--- src/rtl/bus_arbiter.sv ---
// Round-robin bus arbiter: registered one-hot grant and binary mux select, with a turnaround cycle between owners.
// Optional ownership watchdog enabled by defining ARB_TIMEOUT_EN.
//
// state | meaning
// IDLE  | bus free; arbitrate among requests starting at ptr
// OWN   | one master holds the bus until it drops req (or the watchdog fires)
// TURN  | one turnaround cycle with no grant before the next arbitration
module bus_arbiter #(
  parameter int NUM_REQ        = 4,
  parameter int SEL_WIDTH      = 2,
  parameter int TIMEOUT_CYCLES = 16
) (
  input  logic                 clk,
  input  logic                 reset,
  input  logic [NUM_REQ-1:0]   req,
  output logic [NUM_REQ-1:0]   grant,
  output logic [SEL_WIDTH-1:0] sel,
  output logic                 bus_busy,
  output logic                 timeout
);

  if (NUM_REQ < 2 || NUM_REQ > 8 || NUM_REQ > (2 ** SEL_WIDTH) || TIMEOUT_CYCLES < 1) begin : g_param_err
    $error("bus_arbiter: illegal parameter combination");
  end

  typedef enum logic [1:0] {IDLE, OWN, TURN} state_t;

  state_t               state, state_nx;
  logic [SEL_WIDTH-1:0] ptr, ptr_nx;
  logic [SEL_WIDTH-1:0] win;
  logic [SEL_WIDTH:0]   idx;
  logic                 found;
  logic [NUM_REQ-1:0]   grant_nx;
  logic [SEL_WIDTH-1:0] sel_nx;
  logic                 busy_nx;
  logic                 owner_req;
  logic                 revoke;
  logic                 release_own;

  // In OWN exactly one grant bit is set, so this is req[owner].
  assign owner_req   = |(req & grant);
  assign release_own = (state == OWN) && (!owner_req || revoke);

  // Rotating scan: first requester at or after ptr, wrapping at NUM_REQ.
  always_comb begin
    found = 1'b0;
    win   = '0;
    idx   = '0;
    for (int i = 0; i < NUM_REQ; i++) begin
      idx = {1'b0, ptr} + (SEL_WIDTH+1)'(i);
      if (idx >= (SEL_WIDTH+1)'(NUM_REQ)) idx = idx - (SEL_WIDTH+1)'(NUM_REQ);
      if (!found && req[idx[SEL_WIDTH-1:0]]) begin
        found = 1'b1;
        win   = idx[SEL_WIDTH-1:0];
      end
    end
  end

`ifdef ARB_TIMEOUT_EN
  localparam int CNT_W = (TIMEOUT_CYCLES > 1) ? $clog2(TIMEOUT_CYCLES) : 1;

  logic [CNT_W-1:0] cnt;

  assign revoke = (state == OWN) && owner_req && (cnt == CNT_W'(TIMEOUT_CYCLES - 1));

  always_ff @(posedge clk) begin
    if (reset) begin
      cnt     <= '0;
      timeout <= 1'b0;
    end else begin
      cnt     <= (state == OWN) ? cnt + 1'b1 : '0;
      timeout <= revoke;
    end
  end
`else
  assign revoke  = 1'b0;
  assign timeout = 1'b0;
`endif

  always_ff @(posedge clk) begin
    if (reset) begin
      state    <= IDLE;
      grant    <= '0;
      sel      <= '0;
      bus_busy <= 1'b0;
      ptr      <= '0;
    end else begin
      state    <= state_nx;
      grant    <= grant_nx;
      sel      <= sel_nx;
      bus_busy <= busy_nx;
      ptr      <= ptr_nx;
    end
  end

  always_comb begin
    state_nx = state;
    case (state)
      IDLE:    if (|req) state_nx = OWN;
      OWN:     if (release_own) state_nx = TURN;
      TURN:    state_nx = IDLE;
      default: state_nx = IDLE;
    endcase
  end

  // sel is left untouched on release so the mux keeps the last owner.
  always_comb begin
    grant_nx = grant;
    sel_nx   = sel;
    busy_nx  = bus_busy;
    ptr_nx   = ptr;
    case (state)
      IDLE: begin
        if (|req) begin
          grant_nx = NUM_REQ'(1) << win;
          sel_nx   = win;
          busy_nx  = 1'b1;
        end
      end
      OWN: begin
        if (release_own) begin
          grant_nx = '0;
          busy_nx  = 1'b0;
          ptr_nx   = (sel == SEL_WIDTH'(NUM_REQ - 1)) ? '0 : sel + 1'b1;
        end
      end
      default: ;
    endcase
  end

endmodule
--- config.mk ---
export PLATFORM = sky130hd
export DESIGN_NAME = bus_arbiter
export DESIGN_NICKNAME = d
export VERILOG_FILES = /design/src/rtl/bus_arbiter.sv
export SDC_FILE = /design/constraint.sdc
export NUM_CORES = 1
export LEC_CHECK = 0
export BUFFER_PORTS_ARGS = -buffer_cell sky130_fd_sc_hd__clkbuf_2
export CORE_AREA = 4 4 41 43
export CTS_CLUSTER_SIZE = 14
export DETAILED_ROUTE_END_ITERATION = 8
export DIE_AREA = 0 0 45 47
export PLACE_DENSITY = 0.77
export SETUP_SLACK_MARGIN = 0.2
export SLEW_MARGIN = 15
export SYNTH_ARGS = -nofsm -noshare
export SYNTH_HDL_FRONTEND = slang
export SYNTH_SLANG_ARGS = --single-unit
export TNS_END_PERCENT = 5
--- constraint.sdc ---
create_clock -name clk -period 3.51 [get_ports clk]
set_input_delay 0.351 -clock clk [delete_from_list [all_inputs] [get_ports clk]]
set_output_delay 0.351 -clock clk [all_outputs]
set_load 0.01 [all_outputs]
* Yosys cells after proc, flatten, opt, wreduce, memory -nomap -nowiden
Cells that the tools add are included.
** Operators by class
- Divide/modulo/power cells :: 0
- Bitwise operators :: 1
- Add/subtract/negate cells :: 8
- $mul :: 0
- Reductions and logical operators :: 16
- Mux-type cells :: 29
- Eq/ne operators :: 4
- Shift-type cells :: 1
- Order comparisons :: 8
** Operators by type and width (count)
- 2-to-1 mux 2 bit :: 11
- less-than comparator 2 x 3 -> 1 bit, second input constant :: 4
- greater-or-equal comparator 3 bit, second input constant :: 3
- 2-to-1 mux 1 bit :: 9
- binary-select mux 1 bit (select 2 bit) :: 4
- 2-to-1 mux 4 bit :: 2
- one-hot mux 4 bit (2 select lines) :: 1
- OR reduction 4 bit :: 2
- subtractor 2 x 1 -> 2 bit, second input constant :: 4
- adder 2 x 2 -> 3 bit, second input constant :: 2
- AND reduction 2 bit :: 3
- AND 4 bit :: 1
- logical AND 1 bit :: 4
- zero test 1 bit :: 4
- inequality test 2 bit, second input constant :: 2
- one-hot mux 2 bit (2 select lines) :: 1
- left shift 1 x 2 -> 4 bit, first input constant :: 1
- adder 2 x 1 -> 3 bit, second input constant :: 1
- greater-or-equal comparator 2 x 3 -> 1 bit, second input constant :: 1
- AND reduction 3 bit :: 1
- adder 2 x 1 -> 2 bit, second input constant :: 1
- == test 2 x 1 -> 1 bit, second input constant :: 1
- == test 2 bit, second input constant :: 1
- zero test 2 bit :: 1
- other kinds (2) :: 2
** Storage, ports and cells
- Word-level logic and storage cells :: 72
- Bits in registers :: 11
- Output and inout port bits :: 8
- RAM bits :: 0
- Memories kept :: 0
- ROM bits :: 0
- Bits in latches :: 0

* Logic depth before layout (Yosys ltp)
Gate-level depths: netlist (run 1).
- Word-level depth :: 17
- Depth in mapped cells :: 5
- Gate-level depth less buffers :: 4

* Worst setup path after synthesis (run 1)
No wires, ideal clock.
- Path type :: flip-flop to flip-flop
- Start point :: register ptr[1]
- End point :: register grant[1]
- Slack :: 2.121 ns
- Data required time :: 3.409 ns
- Stages on the path, launching flop included :: 6
- Clock period less this slack :: 1.389 ns
- Arrival :: 1.288 ns
- Buffers on the path :: 1
- Path through :: dfxtp_1 -> buf_6 -> mux2i_1 -> nor2_1 -> or3_4 -> o41ai_1
** Between the ends
- Longest elaborated chain between the ends :: 17
** Ends and longest elaborated chain
- from (decl) :: line 29 : logic [SEL_WIDTH-1:0] ptr, ptr_nx;
- from (signal assigned) :: line 92 : ptr <= ptr_nx;
- branches (longest 13 deep; another with adder 2 x 1 -> 3 bit)
- 2-to-1 mux 2 bit * :: line 52 : if (!found && req[idx[SEL_WIDTH-1:0]]) begin
- left shift 1 x 2 -> 4 bit * :: line 115 : grant_nx = NUM_REQ'(1) << win;
- 2-to-1 mux 4 bit * :: line 114 : if (|req) begin
- one-hot mux 4 bit (2 select lines) * :: line 112 : case (state)
- to (signal assigned) :: line 89 : grant <= grant_nx;
- to (decl) :: line 16 : output logic [NUM_REQ-1:0] grant,
Every way passes the cells marked *. The select of a mux whose other input is x is not followed.
A chain may end at the register's enable or synchronous reset.

* Worst setup path in the final report (run 1)
- Start point :: register ptr[1]
- End point :: register grant[3]
The elaborated chain is that of the path after synthesis.

==> flow_summary.toml, run 1 <==
[routing]
drt_first_pass_iters = 4
via_per_inst = 5.753
wl_per_cell_um = 13.20
first_iter_violations = 16
via_count = 512
postRouteAntennaNets = 0
routed_wl_um = 1175
drcViolationCount = 0

[die]
core.rowCount = 13
ioPinCount = 14
die_h_um = 47
dieArea_um2 = 2115
start_util_pct = 43.56
core_area_um2 = 1301
die_w_um = 45

[timing]
hold_violations = 0
skew_ns = 0.0007910
finalCriticalPeriod_ns = 1.530
setup_violations = 0
rsz0062_at_grt = "false"
setup_tns_ns = 0
slew_viol_final = 0
post-route-period-util_pct = 43.60
fmax_mhz = 653.5

[finish]
antennaDiodeCount = 0
drive_gt1_share_pct = 25.68
num-nets-final = 82
final_common_cell = "clkbuf_2"
multi_input_area_um2 = 309.0
final.fill_count = 131
final_cell_mix = "12 x clkbuf_2, 11 x dfxtp_1, 7 x a21oi_1"
area.growth.synth_to_final_pct = 12.58
regArea_um2 = 220.2

[synth]
synth_cell_types = 27
synth_fp_nets = 69
syn-mean-instance-area_um2 = 9.142
synth.cell_area_um2 = 566.8
synth-seq-cells = 11
synthCells = 62
synth_warnings = 0
yosysSeqAreaShare_pct = 38.85
synth-edff-count = 0
synth_area_leader_cell = "dfxtp_1"
ys.flop_type = "dfxtp_1"
yosysTopAreaCellShare_pct = 38.85
synth.top_cells.by_area = "dfxtp_1 39%, a21oi_1 6.2%, nand4b_1 6.2%"
synthArstFlopShare_pct = 0

[critical_path]
r2r-start = "ptr[1]$_SDFFE_PP0P_"
required_ns = 3.68
arrival_ns = 1.70
cp-startpoint = "ptr[1]$_SDFFE_PP0P_"
path_class = "reg -> reg"
cp-start-kind = "register"
crit_fanout = 8
setup.worst_path.end_class = "register"

[power_and_ir_drop]
power_density_nw_per_um2 = 497.3
sequentialPowerShare_pct = 47.2
power_mw = 0.3174
internal_power_mw = 0.2158
leakage_nw = 0.2609
power.switching_mw = 0.1016
power.share.clock_pct = 27.5
irDropWorstVdd_uv = 290.6
switching_share_pct = 32.00
p_comb_share_pct = 25.3

[global_route]
grt-ovfl-total = 0
use_met1_pct = 16.05
grt_most_used_layer = "met2"
antenna_found_initial = 0
track_usage_pct = 12.42
grt_max_degree = 17
grt_pass1_wl_um = 1876
grt_pass1_vias = 438
use_met3_pct = 2.682
met2_usage_pct = 18.36

[clock_network]
clockRootBuffer = "clkbuf_4"
cts_hold_buf = 0
clkLatencyLatePin_ns = 0.27
post_cts_resize_count = 0
cts_tree = "done"
postCtsSetupRepairBufs = 0
clkTransAtPathRegs_ns = 0.07
cts_buffers = 3
htree_levels = 1
numClockSinks = 11
clk_path_buf_depth = 2

[placement]
routabilityCongestion = 0.8892
hpwl_um = 877.9
numPortBuffers = 12

[min_path]
hold_class = "in -> reg"
hold_start = "reset"

[job]
cap_violations = 0

[status]
status = "finished, final reports clean"
sequential cells by signal, summed over array words and instances, names as in the netlist:
register  cells
grant         4
bus_busy      1
sel           2
ptr           2
state         2
logic make-up after synthesis:
logic type	Yosys count	synth area share, %
other cells	1	0.6616
compound gates	18	22.08
simple gates	24	26.05
mux	2	3.532
fa+ha+maj	1	2.207
buf+inv	5	6.621
flops	11	38.85
cells in the mapped netlist, types with 2 or more instances:
master    instances
dfxtp_1          11
a21oi_1           7
nand2_1           6
nand4b_1          4
nor2_1            4
o41ai_1           4
a22oi_1           2
buf_6             2
mux2i_1           2
nor3_1            2
or3_4             2
power by group through the flow:
stage          Combinational [mW]  Sequential, mW  Clock, mW
2_1_floorplan              0.0588           0.154          0
3_3_place_gp               0.0790           0.153          0
3_5_place_dp               0.0795           0.153          0
4_1_cts                    0.0797           0.150     0.0889
5_1_grt                    0.0880           0.152     0.0918
6_report                   0.0803           0.150     0.0871
worst paths after layout:
path | to | slack (ns) | cells past startpoint
worst max-delay path | grant[3]$_SDFFE_PP0P_ | 1.98 | 4
worst min-delay path | state[0]$_SDFFE_PP0P_ | 0.43 | 2
worst max register to register | grant[3]$_SDFFE_PP0P_ | 1.98 | 4
worst min register to register | bus_busy$_SDFFE_PP0P_ | 0.46 | 2
area by class of cell:
cell class / count / share of cell area [%]
Sequential cell: 11 / 34.51
Clock buffer: 4 / 4.118
Timing Repair Buffer: 12 / 9.412
Multi-Input combinational cell: 46 / 48.43
Tap cell: 15 / 2.941
Inverter: 1 / 0.5882
worst max-delay path, stage by stage, from the launching register on:
cell	delay (ns)
dfxtp_1	0.46
mux2i_1	0.21
nor2_1	0.07
or3_4	0.39
o41ai_1	0.29
routing by layer:
| layer | wire [um] | vias to the layer above |
|---|---|---|
| met1 | 559 | 233 |
| met5 | 0 | - |
| li1 | - | 259 |
| met3 | 82 | 2 |
| met2 | 512 | 18 |
| met4 | 21 | 0 |
metrics by stage:
stage	instances	area [um2]	utilization (%)	setup slack, ns	hold WS [ns]
after CTS	89	638.1	49.04	1.978	0.4267
after global placement	85	611.8	47.02	1.891	0.4456
final	89	638.1	49.04	1.980	0.4317
after global routing	89	638.1	49.04	1.862	0.4744
after detailed placement	85	611.8	47.02	1.883	0.4514
after floorplan	62	566.8	-	2.121	0.4452
Power figures use the tool's default switching activity.
==> inputs of run 2 (changes only) <==
--- a/config.mk
+++ b/config.mk
@@ -5,12 +5,13 @@
 export SDC_FILE = /design/constraint.sdc
 export NUM_CORES = 1
 export LEC_CHECK = 0
+export ABC_AREA = 1
 export BUFFER_PORTS_ARGS = -buffer_cell sky130_fd_sc_hd__clkbuf_2
-export CORE_AREA = 4 4 41 43
+export CORE_MARGIN = 4
+export CORE_UTILIZATION = 48
 export CTS_CLUSTER_SIZE = 14
 export DETAILED_ROUTE_END_ITERATION = 8
-export DIE_AREA = 0 0 45 47
-export PLACE_DENSITY = 0.77
+export PLACE_DENSITY = 0.84
 export SETUP_SLACK_MARGIN = 0.2
 export SLEW_MARGIN = 15
 export SYNTH_ARGS = -nofsm -noshare
==> constraint.sdc (replaced) <==
create_clock -name clk -period 1.3 [get_ports clk]
set_input_delay 0.13 -clock clk [delete_from_list [all_inputs] [get_ports clk]]
set_output_delay 0.13 -clock clk [all_outputs]
set_load 0.01 [all_outputs]
==> flow_summary.toml, run 2 <==
[critical_path]
cp_slowest_cell = "dfxtp_4"
crit_buf_inv = 1
crit_chain = "buf_6, nand2_2, nand2_2, nand2_2, nand2_4, nor2_4, nand4_2, nand2_2, nand2_2, nor2_2, nor2_1, nor2_1"
path_class = "reg -> reg"
cp-start-kind = "register"
critPathMostFrequentCell = "nand2_2"
required_ns = 1.51
critPathMaxStageDelay_ns = 0.37
arrival_ns = 1.66
setup.worst_path.end_class = "register"
cp_top_family = "simple AND/OR/NAND/NOR gates"
crit_fanout = 4

[global_route]
grt_pass1_wl_um = 3443
grt-ovfl-total = 0
grt_max_degree = 10
track_usage_pct = 18.10
grt_pass1_vias = 832
antenna_found_initial = 0

[clock_network]
cts_tree = "done"
cts_hold_buf = 0
numClockSinks = 11
clk_path_buf_depth = 2
clkTransAtPathRegs_ns = 0.07
htree_levels = 1
clkLatencyLatePin_ns = 0.27
cts_buffers = 3
clockRootBuffer = "clkbuf_4"

[routing]
wl_per_cell_um = 12.96
postRouteAntennaNets = 0
via_per_inst = 5.247
via_count = 850
drt_first_pass_iters = 4
drcViolationCount = 0
routed_wl_um = 2100
first_iter_violations = 34

[synth]
syn-mean-instance-area_um2 = 6.186
synthArstFlopShare_pct = 0
synth_warnings = 0
yosysTopAreaCellShare_pct = 28.25
ys.flop_type = "dfxtp_1"
synthCells = 126
synth_area_leader_cell = "dfxtp_1"
synth_fp_nets = 133
synth.cell_area_um2 = 779.5
synth.top_cells.by_area = "dfxtp_1 28%, nand2_1 20%, nand2_2 8.8%"
yosysSeqAreaShare_pct = 28.25
yosysMostFrequentCell = "nand2_1"
synth-seq-cells = 11
synth-edff-count = 0
netlist_top_cells_count = "41 x nand2_1, 14 x inv_1, 11 x dfxtp_1, 11 x nand2_2, 10 x nor2_1"
synth_cell_types = 24

[timing]
fin_ws_ns = -0.1513
rsz0062_at_grt = "true"
skew_ns = 0.001469
finalCriticalPeriod_ns = 1.451
slew_viol_final = 0
hold_violations = 0
fmax_mhz = 689.1
holdWs_ns = 0.1621
setup_violations = 6
post-route-period-util_pct = 111.6

[finish]
final_common_cell = "nand2_1"
largest_register_ffs = 4
num-nets-final = 154
antennaDiodeCount = 0
multi_input_area_um2 = 568.0
post-route-util_pct = 68.06
area.growth.synth_to_final_pct = 33.07
final_cell_mix = "35 x nand2_1, 14 x inv_1, 13 x nand2_2"
regArea_um2 = 227.7
regMostFlops = "grant"
final.fill_count = 133
drive_gt1_share_pct = 40.41

[power_and_ir_drop]
power_mw = 2.522
power.share.clock_pct = 9.4
sequentialPowerShare_pct = 23.6
power.switching_mw = 1.267
switching_share_pct = 50.24
internal_power_mw = 1.255
leakage_nw = 0.5338
power_density_nw_per_um2 = 2432
irDropWorstVdd_uv = 1424
p_comb_share_pct = 67.0

[job]
cap_violations = 0

[status]
violations = "negative setup slack"
status = "finished with violations"

[placement]
hpwl_um = 1513
numPortBuffers = 12
routabilityCongestion = 0.8958

[die]
dieArea_um2 = 2333
ioPinCount = 14
die_w_um = 48.30
die_h_um = 48.30
core_area_um2 = 1524
start_util_pct = 51.15
core.rowCount = 14

[min_path]
hold_class = "in -> reg"
run 2: cell families after synthesis:
| kind of cell | synth area share (%) |
|---|---|
| simple gates | 44.95 |
| buf+inv | 11.56 |
| compound gates | 13.16 |
| flops | 28.25 |
| fa+ha+maj | 1.605 |
| other cells | 0.4811 |
run 2: per-layer routing:
metal	track usage [%]	vias up	wire length [um]
met1	21.32	384	918
met4	8.756	0	59
met3	3.374	8	82
met2	30.87	26	1040
met5	0	-	0
li1	-	432	-
run 2: worst paths after layout:
path              cells past startpoint             startpoint               endpoint  slack (ns)
setup / recovery                     12    ptr[0]$_SDFFE_PP0P_  grant[1]$_SDFFE_PP0P_       -0.15
hold / removal                        2                  reset  grant[2]$_SDFFE_PP0P_        0.16
setup reg to reg                     12    ptr[0]$_SDFFE_PP0P_  grant[1]$_SDFFE_PP0P_       -0.15
hold reg to reg                       2  bus_busy$_SDFFE_PP0P_  bus_busy$_SDFFE_PP0P_        0.47
run 2: power by group through the flow:
stage / clock, mW / sequential [mW] / combinational [mW]
2_1_floorplan: 0 / 0.585 / 0.996
3_3_place_gp: 0 / 0.568 / 1.33
3_5_place_dp: 0 / 0.576 / 1.37
4_1_cts: 0.241 / 0.590 / 1.58
5_1_grt: 0.263 / 0.614 / 1.88
6_report: 0.236 / 0.595 / 1.69
run 2: area by class of cell:
| type | count | share of cell area (%) |
|---|---|---|
| timing repair buffer | 20 | 12.30 |
| inverter | 16 | 6.514 |
| sequential | 11 | 21.95 |
| tap | 16 | 1.930 |
| multi-input combinational | 95 | 54.77 |
| clock buffer | 4 | 2.533 |
run 2: stage by stage:
step	setup TNS, ns	worst slack, ns	cells	cell area (um2)
final	-0.7714	-0.1513	162	1037
after global routing	-1.454	-0.2689	162	1037
after CTS	-0.6743	-0.1530	162	999.7
after detailed placement	-0.8526	-0.1837	157	889.6
after global placement	-0.5830	-0.1175	157	889.6
after floorplan	-0.1011	-0.02747	126	790.8
run 2: worst register-to-register path, stage by stage (launching register included):
cell and delay [ns]:
dfxtp_4 0.37, buf_6 0.13, nand2_2 0.06, nand2_2 0.08
nand2_2 0.09, nand2_4 0.08, nor2_4 0.11, nand4_2 0.09
nand2_2 0.12, nand2_2 0.07, nor2_2 0.07, nor2_1 0.04
nor2_1 0.08
run 2: what timing repair did:
action                                  CTS  global route
pin swaps                                11             4
endpoints found under the setup margin   10            10
resized for setup                        19            11
setup buffers                             1             0
